**config.mk**
```make
export PLATFORM = sky130hd
export DESIGN_NAME = pipe_stall_ctrl_flat
export DESIGN_NICKNAME = d
export VERILOG_FILES = /design/src/rtl/pipe_stall_ctrl_if.sv /design/src/rtl/pipe_stall_ctrl.sv /design/src/flat_wrapper.sv
export SDC_FILE = /design/constraint.sdc
export NUM_CORES = 1
export LEC_CHECK = 0
export ABC_AREA = 0
export CORE_AREA = 2 2 39 41
export CTS_BUF_LIST = sky130_fd_sc_hd__clkbuf_2
export DETAILED_ROUTE_END_ITERATION = 12
export DIE_AREA = 0 0 41 43
export HOLD_SLACK_MARGIN = 0.03
export PLACE_DENSITY = 0.76
export SETUP_SLACK_MARGIN = 0.3
export SYNTH_ARGS = -nofsm -noshare
export SYNTH_HDL_FRONTEND = slang
export SYNTH_SLANG_ARGS = --single-unit
```
**constraint.sdc**
```tcl
create_clock -name clk -period 3.9 [get_ports clk]
set_clock_uncertainty 0.15 [all_clocks]
set_input_delay 0.585 -clock clk [delete_from_list [all_inputs] [get_ports clk]]
set_output_delay 0.585 -clock clk [all_outputs]
set_load 0.1 [all_outputs]
```
**src/rtl/pipe_stall_ctrl_if.sv**
```systemverilog
// Stall-controller bundle: hazard/multicycle requests in, stop bits and FSM status out.
// Latency: none, wires only.
// Backpressure: none; stall[] is the backpressure this bundle carries to the pipeline.
interface pipe_stall_ctrl_if #(
  parameter int STALL_W = 6
);
  logic               stallreq_id;
  logic               ex_mc_req;
  logic               flush;
  logic [STALL_W-1:0] stall;
  logic               mc_busy;
  logic               mc_done;
  logic [5:0]         mc_cnt;

  // Pipeline side: raises requests, consumes stop bits and status.
  modport master (
    output stallreq_id, ex_mc_req, flush,
    input  stall, mc_busy, mc_done, mc_cnt
  );

  // Controller side.
  modport slave (
    input  stallreq_id, ex_mc_req, flush,
    output stall, mc_busy, mc_done, mc_cnt
  );
endinterface

```
**src/rtl/pipe_stall_ctrl.sv**
```systemverilog
// Pipeline stall controller: load-use stalls plus an IDLE/RUN/DONE multicycle-EX sequencer.
// Latency: stall is combinational; a multicycle op stops PC..EX for MC_CYCLES+1 cycles, mc_done the cycle after.
// Backpressure: never stops MEM/WB; flush overrides everything and drops any op in flight without mc_done.
module pipe_stall_ctrl #(
  parameter int MC_CYCLES = 32,
  parameter int STALL_W   = 6
) (
  input  logic              clk,
  input  logic              rst,
  pipe_stall_ctrl_if.slave  bus
);

  localparam logic [1:0] ST_IDLE = 2'd0;
  localparam logic [1:0] ST_RUN  = 2'd1;
  localparam logic [1:0] ST_DONE = 2'd2;

  // Counter load: the request cycle is stalled too, so RUN lasts MC_CYCLES cycles ending at 0.
  localparam logic [5:0] CNT_LOAD = 6'(MC_CYCLES - 1);

  logic [1:0]         state_q, state_d;
  logic [5:0]         mc_cnt_q, mc_cnt_d;
  logic [STALL_W-1:0] stall_d;

  // Next-state and counter: flush wins over everything; DONE always returns to IDLE.
  always_comb begin
    state_d  = state_q;
    mc_cnt_d = mc_cnt_q;
    if (bus.flush) begin
      state_d  = ST_IDLE;
      mc_cnt_d = 6'd0;
    end else begin
      case (state_q)
        ST_IDLE: begin
          if (bus.ex_mc_req) begin
            state_d  = ST_RUN;
            mc_cnt_d = CNT_LOAD;
          end
        end
        ST_RUN: begin
          // ex_mc_req dropping here does not abort the operation.
          if (mc_cnt_q == 6'd0) begin
            state_d = ST_DONE;
          end else begin
            mc_cnt_d = mc_cnt_q - 6'd1;
          end
        end
        ST_DONE: begin
          // The finishing instruction is still in EX; its request is ignored.
          state_d = ST_IDLE;
        end
        default: begin
          state_d  = ST_IDLE;
          mc_cnt_d = 6'd0;
        end
      endcase
    end
  end

  // State and counter registers, cleared asynchronously so a reset mid-RUN discards the op.
  always_ff @(posedge clk or negedge rst) begin
    if (!rst) begin
      state_q  <= ST_IDLE;
      mc_cnt_q <= 6'd0;
    end else begin
      state_q  <= state_d;
      mc_cnt_q <= mc_cnt_d;
    end
  end

  // Stop-bit decode, priority: reset/flush, multicycle (PC..EX), load-use (PC..ID).
  always_comb begin
    stall_d = '0;
    if (!rst || bus.flush) begin
      stall_d = '0;
    end else if ((state_q == ST_IDLE && bus.ex_mc_req) || state_q == ST_RUN) begin
      stall_d[3:0] = 4'b1111;
    end else if (bus.stallreq_id) begin
      stall_d[2:0] = 3'b111;
    end
  end

  assign bus.stall   = stall_d;
  assign bus.mc_busy = (state_q == ST_RUN);
  assign bus.mc_done = (state_q == ST_DONE);
  assign bus.mc_cnt  = mc_cnt_q;

endmodule

```
**src/flat_wrapper.sv**
```systemverilog
// flat-port wrapper written by rule: the top's interface ports become plain ports
module pipe_stall_ctrl_flat 
#(
  parameter int MC_CYCLES = 32,
  parameter int STALL_W   = 6
)
  (clk, rst, bus_stallreq_id, bus_ex_mc_req, bus_flush, bus_stall, bus_mc_busy, bus_mc_done, bus_mc_cnt);
  pipe_stall_ctrl_if #(.STALL_W(STALL_W)) bus_i ();
  input  logic clk;
  input  logic rst;
  input wire logic [$bits(bus_i.stallreq_id)-1:0] bus_stallreq_id;
  input wire logic [$bits(bus_i.ex_mc_req)-1:0] bus_ex_mc_req;
  input wire logic [$bits(bus_i.flush)-1:0] bus_flush;
  output wire logic [$bits(bus_i.stall)-1:0] bus_stall;
  output wire logic [$bits(bus_i.mc_busy)-1:0] bus_mc_busy;
  output wire logic [$bits(bus_i.mc_done)-1:0] bus_mc_done;
  output wire logic [$bits(bus_i.mc_cnt)-1:0] bus_mc_cnt;
  assign bus_i.stallreq_id = bus_stallreq_id;
  assign bus_i.ex_mc_req = bus_ex_mc_req;
  assign bus_i.flush = bus_flush;
  assign bus_stall = bus_i.stall;
  assign bus_mc_busy = bus_i.mc_busy;
  assign bus_mc_done = bus_i.mc_done;
  assign bus_mc_cnt = bus_i.mc_cnt;
  pipe_stall_ctrl #(.MC_CYCLES(MC_CYCLES), .STALL_W(STALL_W)) u_core (.clk(clk), .rst(rst), .bus(bus_i));
endmodule
```
* Word-level counts from Yosys, hierarchy flattened
Index checks and enable logic that the tools add are counted.
** Word-level totals
- Bits in registers :: 8
- Input port bits :: 5
- Output and inout port bits :: 14
** Cells by class
- Add/subtract/negate cells :: 1
- Equal/unequal tests :: 6
- Mux-type cells :: 12
- Reductions and logical operators :: 8
** Operator list (number)
- two-way mux 6 bit :: 3
- case mux 6 bit (3 select lines) :: 1
- logical NOT 6 bit :: 1
- two-way mux 2 bit :: 3
- two-way mux 3 bit :: 2
- inequality test 3 bit (second input constant) :: 2
- subtractor 6 x 1 -> 6 bit (second input constant) :: 1
- two-way mux 4 bit :: 1
- case mux 2 bit (2 select lines) :: 1
- inequality test 3 x 2 -> 1 bit (second input constant) :: 1
- AND reduction 3 bit :: 1
- == test 2 x 1 -> 1 bit (second input constant) :: 1
- == test 2 bit (second input constant) :: 1
- logical NOT 2 bit :: 1
- logical OR 1 bit :: 2
- inequality test 2 bit (second input constant) :: 1
- AND reduction 2 bit :: 1
- logical AND 1 bit :: 1
- logical NOT 1 bit :: 1
- two-way mux 1 bit :: 1

* Longest topological paths before layout
Gate-level depths: netlist (run 1).
- Depth in word-level cells :: 5
- Mapped depth :: 6

* Worst setup path after synthesis (run 1)
Ideal clock, no wire load.
- Path type :: input-to-output
- From :: input port bus_ex_mc_req
- To :: output port bus_stall[1]
- Arrival :: 2.788 ns
- Required time :: 3.165 ns
- Slack :: 0.377 ns
- Cell stages on the path :: 3
- Path buffers :: 1
- Path through :: o21bai_1 a21oi_1 buf_4
** On the way
- Word-level cells in the longest chain between the ends :: 4
** RTL lines
- start: declaration :: line flat_wrapper.sv:12 : input wire logic [$bits(bus_i.ex_mc_req)-1:0] bus_ex_mc_req;
- logical AND 1 bit :: line pipe_stall_ctrl.sv:75 : end else if ((state_q == ST_IDLE && bus.ex_mc_req) || state_q == ST_RUN) begin
- logical OR 1 bit :: line pipe_stall_ctrl.sv:75
- two-way mux 3 bit :: line pipe_stall_ctrl.sv:75
- two-way mux 4 bit :: line pipe_stall_ctrl.sv:73 : if (!rst || bus.flush) begin
- end: declaration :: line flat_wrapper.sv:14 : output wire logic [$bits(bus_i.stall)-1:0] bus_stall;
No other way between the ends.

* Worst setup path after layout (run 1)
- From :: register u_core.state_q[0]
- To :: output port bus_mc_done
** On the way
- Word-level cells in the longest chain between the ends :: 1
** RTL lines
- start: declaration :: line pipe_stall_ctrl.sv:20 : logic [1:0] state_q, state_d;
- start signal: assignment :: line pipe_stall_ctrl.sv:65 : state_q <= state_d;
- == test 2 bit :: line pipe_stall_ctrl.sv:84 : assign bus.mc_done = (state_q == ST_DONE);
- end: declaration :: line flat_wrapper.sv:16 : output wire logic [$bits(bus_i.mc_done)-1:0] bus_mc_done;
No other way between the ends.

==> out/qor.txt, run 1 <==
Sw Ratio -> 56.9%
Category of the most critical setup path -> reg -> out
Unique cell type count in the Yosys netlist -> 34
Final setup fails -> 0
Commonest cells after routing, fill and taps aside -> clkdlybuf4s50_1, dfrtp_1, inv_1, buf_4
Routed vias/inst -> 5.68
Max-slew violations -> 0
Peak supply drop -> 308 µV
Buffer levels on the longest clock path -> 2
Yosys Warn Count -> 0
Port Buffers -> 16
Final instance area -> 721 µm²
Yosys top cell by area -> dfrtp_1
Total gr overflow -> 0
CTS Buf Count -> 3
First-pass GRT wire length -> 2120 µm
Detail Placement HPWL -> 996 µm
Worst-Margin Slew -> 0.965 ns
Initial DRC count -> 11
IO Pins -> 19
Commonest non-fill, non-tap cell in the layout -> clkdlybuf4s50_1
Leak -> 0.315 nW
Clock Sinks -> 8
Share of layout cells above drive strength 1 -> 14.5%
Total track usage -> 17.4%
Synth area leaders -> dfrtp_1, buf_4, a311oi_4, ha_1, a221o_1
Register share of total power -> 30.0%
Share of the synthesized area in the top cell type -> 34.5%
Total die area -> 1760 µm²
N_diodes -> 0
Cts repair resizes -> 0
Chip Width -> 41 µm
WP data required -> 3.16 ns
CTS clk-pin slew, worst paths -> 0.06 ns
Clock Power Share -> 10.1%
Vias post-DR -> 523
Post-synthesis sequential area ratio -> 34.5%
Post-synth EDFFs -> 0
Core box area -> 1380 µm²
Max-cap violations -> 0
Crit path DAT -> 2.05 ns
FFs w/ async S/R, synth -> 100%
Post-CTS setup buffer count -> 0
P_sw -> 0.249 mW
Minimum clock period after layout -> 2.79 ns
Final GP Congestion -> 0.718
Synthesis-to-layout area growth -> 24.1%
Post-CTS Hold Buffers -> 0
FMAX -> 0.359 GHz
DRT antenna net count -> 0
Status -> completed
DP Area -> 706 µm²
Cells after synthesis -> 62
Die H -> 43 µm
Drt wl/cell -> 13.5 µm
Initial antenna violation count -> 0
Pwr/cell area -> 607 nW/µm²
CP Cell Sequence -> nor2_1 > clkdlybuf4s50_1
Fin nets -> 85
Crit-path max FO -> 13
Fillcell total -> 130
Number of global-route vias before repair -> 477
Synth Cell Area -> 581 µm²
Final wirelength -> 1250 µm
RSZ-0062 raised after global routing -> no
Hold WC Path Type -> reg -> reg
Largest net degree at the start of global routing -> 14
Critical path capture point type -> primary output
Final Hold Fails -> 0
Startpoint types -> flip-flop
Internal -> 0.189 mW
Syn avg cell area -> 9.36 µm²
Comb pwr share -> 59.9%
Remaining DRCs -> 0
Post-synth top flop -> dfrtp_1
Worst-skew pair later-pin latency -> 0.21 ns
CP max stage delay -> 1.14 ns
Fin Setup TNS -> 0 ns
H-Tree Depth -> 1
CTS tree -> built
Initial Util -> 42.0%
FF+latch count, synth -> 8
CP max-delay cell -> clkdlybuf4s50_1
FP Rows -> 14
Drt pass-1 iters -> 4
Relative slew slack -> 35.4%
Root buf cell -> clkbuf_2
Fin crit share -> 71.5%
stage by stage:
stage                     std cells  worst slack (ns)  hold slack [ns]  utilization [%]  total power [mW]
after global placement           89              1.21            0.430             51.0             0.392
final                            92              1.11            0.437             52.1             0.437
after floorplan                  63             0.377            0.139                -             0.344
after detailed placement         89              1.16            0.439             51.0             0.395
after CTS                        92              1.10            0.447             52.1             0.440
after global routing             92             0.987            0.465             52.1             0.462
cell type report:
cell class | instances | area [µm²] | area share, %
timing repair buffer | 16 | 148 | 20.5
inverter | 5 | 18.8 | 2.60
multi-input combinational | 44 | 319 | 44.3
sequential | 8 | 200 | 27.8
tap | 16 | 20.0 | 2.78
clock buffer | 3 | 15.0 | 2.08
worst paths after layout:
path / start / endpoint / slack (ns) / cells past startpoint
worst max-delay path: u_core.state_q[0] / bus_mc_done / 1.11 / 2
worst min-delay path: u_core.bus.mc_cnt[5] / u_core.bus.mc_cnt[5] / 0.44 / 2
worst max register to register: u_core.bus.mc_cnt[0] / u_core.bus.mc_cnt[4] / 1.95 / 6
worst min register to register: u_core.bus.mc_cnt[5] / u_core.bus.mc_cnt[5] / 0.44 / 2
max in group asynchronous: rst / u_core.bus.mc_cnt[5] / 2.83 / 1
min in group asynchronous: rst / u_core.bus.mc_cnt[0] / 0.50 / 1
synthesized netlist by cell type (2+ instances only):
cell      count
nand2b_1      2
nand3_1       2
a221o_1       2
a21oi_1       3
nand4_1       2
nand2_1       4
nor2_1        4
inv_1         5
dfrtp_1       8
buf_4         4
ha_1          2
a211oi_1      2
worst max-delay path, delay by kind of cell (launching register included):
family | cells | cell delay, ns
simple gates | 1 | 0.16
buf+inv | 1 | 1.14
flops | 1 | 0.54
routing by layer:
layer / up-vias / wire length, µm / global-route usage (%) / share of wire [%]
met1: 255 / 552 / 24.1 / 44
met4: 0 / 0 / 2.00 / 0
met5: - / 0 / 0 / 0
li1: 248 / - / - / -
met3: 0 / 69 / 3.14 / 5.5
met2: 20 / 623 / 28.1 / 50
flip-flops by register name (all words and copies together) (netlist names):
register and flops:
u_core.state_q 2, u_core.bus.mc_cnt 6
power by group through the flow:
stage	registers, mW	logic (mW)	clock network [mW]
finish	0.131	0.262	0.0441
global route	0.136	0.277	0.0494
CTS	0.131	0.264	0.0452
detailed placement	0.132	0.263	0
global placement	0.132	0.261	0
floorplan	0.212	0.132	0
logic make-up after synthesis:
kind of cell / Yosys count / share of synthesized area (%)
mux: 1 / 1.72
buf+inv: 11 / 11.2
flops: 8 / 34.5
simple gates: 22 / 22.2
xor+xnor: 1 / 1.51
compound gates: 16 / 23.9
fa+ha+maj: 2 / 4.31
other cells: 1 / 0.646
(Power assumes the default switching activity.)
==> run 2, diff against run 1 <==
==> constraint.sdc (replaced) <==
create_clock -name clk -period 2.85 [get_ports clk]
set_clock_uncertainty 0.15 [all_clocks]
set_input_delay 0.4275 -clock clk [delete_from_list [all_inputs] [get_ports clk]]
set_output_delay 0.4275 -clock clk [all_outputs]
set_load 0.1 [all_outputs]
==> out/qor.txt, run 2 (synthesis results as in run 1) <==
CTS clk-pin slew, worst paths -> 0.08 ns (+0.02 ns)
Comb pwr share -> 60.0% (about the same)
Final wirelength -> 1330 µm (+6.4%)
Initial DRC count -> 7 (-4)
Category of the most critical setup path -> in -> out
CTS tree -> built
Drt pass-1 iters -> 4 (unchanged)
Final setup fails -> 0 (unchanged)
WP data required -> 2.27 ns (-0.89 ns)
Drt wl/cell -> 14.2 µm (+5.3%)
Minimum clock period after layout -> 2.28 ns
Chip Width -> 41 µm (unchanged)
N_diodes -> 0 (unchanged)
Cts repair resizes -> 0 (unchanged)
Initial Util -> 42.0% (unchanged)
Commonest non-fill, non-tap cell in the layout -> buf_4
Worst reg2reg endpoint -> u_core.bus.mc_cnt[4]
Number of global-route vias before repair -> 505 (+5.9%)
Max FFs per register -> 6 (unchanged)
FP Rows -> 14 (unchanged)
Fin cells -> 93 (+1.1%)
P_sw -> 0.353 mW (+42%)
Root buf cell -> clkbuf_2
Worst-skew pair later-pin latency -> 0.24 ns (+0.03 ns)
Hold Slack -> 0.377 ns (-0.0604 ns)
Fin nets -> 86 (+1.2%)
Hold WC Path Type -> in -> async
Total die area -> 1760 µm² (unchanged)
Status -> completed
Fin crit share -> 80.0%
CTS Buf Count -> 3 (unchanged)
Synthesis-to-layout area growth -> 33.4%
Routed vias/inst -> 5.56 (-2.2%)
Internal -> 0.262 mW (+39%)
CP max-delay cell -> clkdlybuf4s50_1
Pwr/cell area -> 794 nW/µm² (+31%)
Post-CTS Hold Buffers -> 0 (unchanged)
Die H -> 43 µm (unchanged)
Worst-Margin Slew -> 0.512 ns (-0.453 ns)
Crit-path max FO -> 7 (-6)
Commonest cells after routing, fill and taps aside -> buf_4, dfrtp_1, inv_1
Worst R2R Start -> u_core.bus.mc_cnt[0]
Power, Total -> 0.615 mW (+41%)
Fin Setup TNS -> 0 ns (unchanged)
Clock Sinks -> 8 (unchanged)
Max-slew violations -> 0 (unchanged)
Peak supply drop -> 445 µV (+45%)
Cells on worst reg2reg path -> 6 (unchanged)
Startpoint types -> primary input
Vias post-DR -> 517 (-1.1%)
Share of layout cells above drive strength 1 -> 27.3% (+13 points)
Final Util -> 56.0% (+3.9 points)
Worst Path Buf+Inv -> 2 (+1)
H-Tree Depth -> 1 (unchanged)
Post-CTS setup buffer count -> 0 (unchanged)
DRT antenna net count -> 0 (unchanged)
FF-to-FF setup slack -> 0.90 ns (-1.05 ns)
Initial antenna violation count -> 0 (unchanged)
Total track usage -> 18.1% (+0.74 points)
Register share of total power -> 28.8% (-1.2 points)
FMAX -> 0.439 GHz
Critical path capture point type -> primary output
Relative slew slack -> 65.8% (+30 points)
Max-cap violations -> 0 (unchanged)
Remaining DRCs -> 0 (unchanged)
Final Hold Fails -> 0 (unchanged)
Largest net degree at the start of global routing -> 14 (unchanged)
CP top delay family -> buffers and inverters
Cell Count Post-Placement -> 90 (+1.1%)
Final GP Congestion -> 0.783 (+8.9%)
IO Pins -> 19 (unchanged)
Buffer levels on the longest clock path -> 2 (unchanged)
Sw Ratio -> 57.4% (+0.53 points)
Crit path DAT -> 1.70 ns (-0.35 ns)
CP Cell Sequence -> clkdlybuf4s50_1 > nand2b_1 > a21oi_4 > buf_12
RSZ-0062 raised after global routing -> no
Port Buffers -> 16 (unchanged)
Leak -> 0.346 nW (+9.9%)
Core box area -> 1380 µm² (unchanged)
CP max stage delay -> 0.55 ns (-0.59 ns)
First-pass GRT wire length -> 2190 µm (+3.3%)
Total gr overflow -> 0 (unchanged)
Clock Power Share -> 11.2% (+1.1 points)
Detail Placement HPWL -> 1050 µm (+5.4%)
[run 2: cell count changes in the layout (fill, tap and decap cells not counted), sizes merged]
cell,delta
buf,+8
clkdlybuf4s50,-7
[run 2: worst register-to-register path, cell delays in order (launching register included)]
cell	delay, ns
dfrtp_1	0.47
inv_1	0.14
ha_1	0.14
nor2b_2	0.28
a311oi_4	0.19
and3_1	0.22
a221o_1	0.26
[run 2: layer usage]
layer | vias to the layer above | track usage (%) | part of all wire (%)
met1 | 247 | 22.8 | 44
met2 | 16 | 29.7 | 50
met5 | - | 0 | 0
li1 | 254 | - | -
met4 | 0 | 6.00 | 0
met3 | 0 | 3.14 | 5.4
[run 2: how the worst max path moves through the flow]
stage	start	endpoint	slack (ns)	cells past startpoint
after global routing	u_core.state_q[0]	bus_stall[0]	0.50	3
after detailed placement	bus_flush	bus_stall[0]	0.57	4
after floorplan	u_core.state_q[1]	bus_stall[3]	0.32	2
after CTS	bus_flush	bus_stall[0]	0.56	4
final	bus_flush	bus_stall[0]	0.57	4
after global placement	bus_flush	bus_stall[2]	0.62	4
[run 2: final cells by class]
class,count,area [µm²]
Inverter,5,18.8
Multi-Input combinational cell,44,333
Tap cell,16,20.0
Timing Repair Buffer,17,188
Fill cell,131,609
Clock buffer,3,15.0
Sequential cell,8,200
[run 2: stage by stage]
step | instance area [µm²] | worst slack [ns]
2_1_floorplan | 598 | 0.323
3_3_place_gp | 759 | 0.616
3_5_place_dp | 759 | 0.567
4_1_cts | 774 | 0.564
5_1_grt | 774 | 0.505
6_report | 774 | 0.570
[run 2: power by group through the flow]
stage          clock network [mW]  logic (mW)  registers (mW)
2_1_floorplan                   0       0.183           0.290
3_3_place_gp                    0       0.365           0.177
3_5_place_dp                    0       0.369           0.178
4_1_cts                    0.0715       0.370           0.177
5_1_grt                    0.0775       0.387           0.183
6_report                   0.0687       0.369           0.177
==> run 3, diff against run 2 <==
==> constraint.sdc (replaced) <==
create_clock -name clk -period 2.3 [get_ports clk]
set_clock_uncertainty 0.15 [all_clocks]
set_input_delay 0.345 -clock clk [delete_from_list [all_inputs] [get_ports clk]]
set_output_delay 0.345 -clock clk [all_outputs]
set_load 0.1 [all_outputs]
==> out/qor.txt, run 3 (synthesis results as in run 1) <==
Status -> completed
Pre-CTS setup slack -> 0.345 ns (-0.223 ns)
Worst-skew pair later-pin latency -> 0.25 ns (about the same)
Final setup fails -> 0 (unchanged)
CP Cell Sequence -> clkdlybuf4s50_1 > o21bai_4 > a21oi_4 > buf_12
WP data required -> 1.80 ns (-0.47 ns)
Drt pass-1 iters -> 4 (unchanged)
Core box area -> 1380 µm² (unchanged)
Power, Total -> 0.796 mW (+29%)
Root buf cell -> clkbuf_2
Total track usage -> 17.4% (-0.69 points)
Critical path capture point type -> primary output
H-Tree Depth -> 1 (unchanged)
Peak supply drop -> 683 µV (+53%)
Buffer levels on the longest clock path -> 2 (unchanged)
Total gr overflow -> 0 (unchanged)
Detail Placement HPWL -> 974 µm (-7.1%)
Max-cap violations -> 0 (unchanged)
Startpoint types -> primary input
Drt wl/cell -> 12.9 µm (-9.6%)
Worst R2R Start -> u_core.bus.mc_cnt[0]
N_diodes -> 0 (unchanged)
Commonest non-fill, non-tap cell in the layout -> buf_4
Post-CTS setup buffer count -> 0 (unchanged)
CP top delay family -> buffers and inverters
Initial Util -> 42.0% (unchanged)
Final wirelength -> 1240 µm (-6.7%)
Largest net degree at the start of global routing -> 9 (-5)
Synthesis-to-layout area growth -> 45.3%
Max FFs per register -> 6 (unchanged)
Share of layout cells above drive strength 1 -> 36.3% (+9.0 points)
Die H -> 43 µm (unchanged)
Final GP Congestion -> 0.843 (+7.7%)
Final Util -> 60.9% (+5.0 points)
CP max-delay cell -> clkdlybuf4s50_1
Clock Sinks -> 8 (unchanged)
Fin nets -> 88 (+2.3%)
Initial antenna violation count -> 0 (unchanged)
CP max stage delay -> 0.54 ns (about the same)
IO Pins -> 19 (unchanged)
Crit path DAT -> 1.46 ns (-0.24 ns)
Fin Setup TNS -> 0 ns (unchanged)
Remaining DRCs -> 0 (unchanged)
CTS Buf Count -> 3 (unchanged)
Minimum clock period after layout -> 1.96 ns
Commonest cells after routing, fill and taps aside -> buf_4, buf_12, dfrtp_1, inv_1
FP Rows -> 14 (unchanged)
Final Hold Fails -> 0 (unchanged)
Hold Slack -> 0.246 ns (-0.131 ns)
CTS clk-pin slew, worst paths -> 0.10 ns (+0.02 ns)
DRT antenna net count -> 0 (unchanged)
Fin crit share -> 85.0%
First-pass GRT wire length -> 2010 µm (-8.2%)
Category of the most critical setup path -> in -> out
Port Buffers -> 16 (unchanged)
Leak -> 0.372 nW (+7.6%)
Worst Path Buf+Inv -> 2 (unchanged)
Routed vias/inst -> 5.22 (-6.1%)
Crit-path max FO -> 3 (-4)
CTS tree -> built
RSZ-0062 raised after global routing -> no
Initial DRC count -> 5 (-2)
Pwr/cell area -> 944 nW/µm² (+19%)
Total die area -> 1760 µm² (unchanged)
Max-slew violations -> 0 (unchanged)
Number of global-route vias before repair -> 470 (-6.9%)
Final worst slack -> 0.344 ns (-0.226 ns)
Crit path from -> bus_ex_mc_req
Post-CTS Hold Buffers -> 0 (unchanged)
Hold WC Path Type -> in -> async
Chip Width -> 41 µm (unchanged)
FMAX -> 0.511 GHz
Vias post-DR -> 501 (-3.1%)
run 3: cell types whose count changed in the layout (fill, tap and decap cells not counted):
cell,previous run,this run
clkbuf_2,3,4
o21bai_1,1,0
dfrtp_1,8,6
nor2b_4,0,1
buf_12,4,6
o21bai_4,0,1
nor2_2,0,2
nor2b_2,2,1
dfrtp_2,0,2
nor2_1,4,2
run 3: routing by layer:
layer / global-route usage, % / share of wire [%] / wire length, µm / vias up
met2: 26.6 / 54 / 669 / 9
met1: 21.9 / 42 / 522 / 230
met3: 1.57 / 2.9 / 36 / 2
met4: 12.0 / 0.65 / 8 / 0
li1: - / - / - / 260
met5: 0 / 0 / 0 / -
run 3: area by class of cell:
type	instances	area (µm²)
Fill cell	124	541
Clock buffer	4	20.0
Inverter	5	18.8
Tap cell	16	20.0
Timing Repair Buffer	19	228
Sequential cell	8	203
Multi-Input combinational cell	44	354
run 3: final timing paths:
kind | to | slack [ns] | cells past startpoint
max | bus_stall[0] | 0.34 | 4
min | u_core.state_q[1] | 0.25 | 2
max reg2reg | u_core.bus.mc_cnt[4] | 0.47 | 6
min reg2reg | u_core.bus.mc_cnt[1] | 0.45 | 1
max in group asynchronous | u_core.bus.mc_cnt[4] | 1.60 | 2
min in group clk | u_core.bus.mc_cnt[1] | 0.45 | 1
run 3: repair_timing:
action | 4_1_cts | 5_1_grt
endpoints found under the hold margin | 0 | 0
resized for setup | 0 | 1
endpoints found under the setup margin | 0 | 1
run 3: where the power goes:
| group | switching [mW] | internal, mW |
|---|---|---|
| Clock | 0.0514 | 0.0461 |
| Sequential | 0.0515 | 0.166 |
| Combinational | 0.338 | 0.143 |
| Total | 0.440 | 0.356 |
run 3: through the flow:
step | instances | area, µm²
after global routing | 96 | 843
after global placement | 92 | 818
after detailed placement | 92 | 818
after floorplan | 63 | 629
after CTS | 96 | 838
final | 96 | 843
run 3: worst register-to-register path, cell delays in order (launching register included):
cell      delay (ns)
dfrtp_2         0.47
inv_1           0.12
ha_1            0.15
nor2b_4         0.20
a311oi_4        0.15
and3_1          0.20
a221o_1         0.25
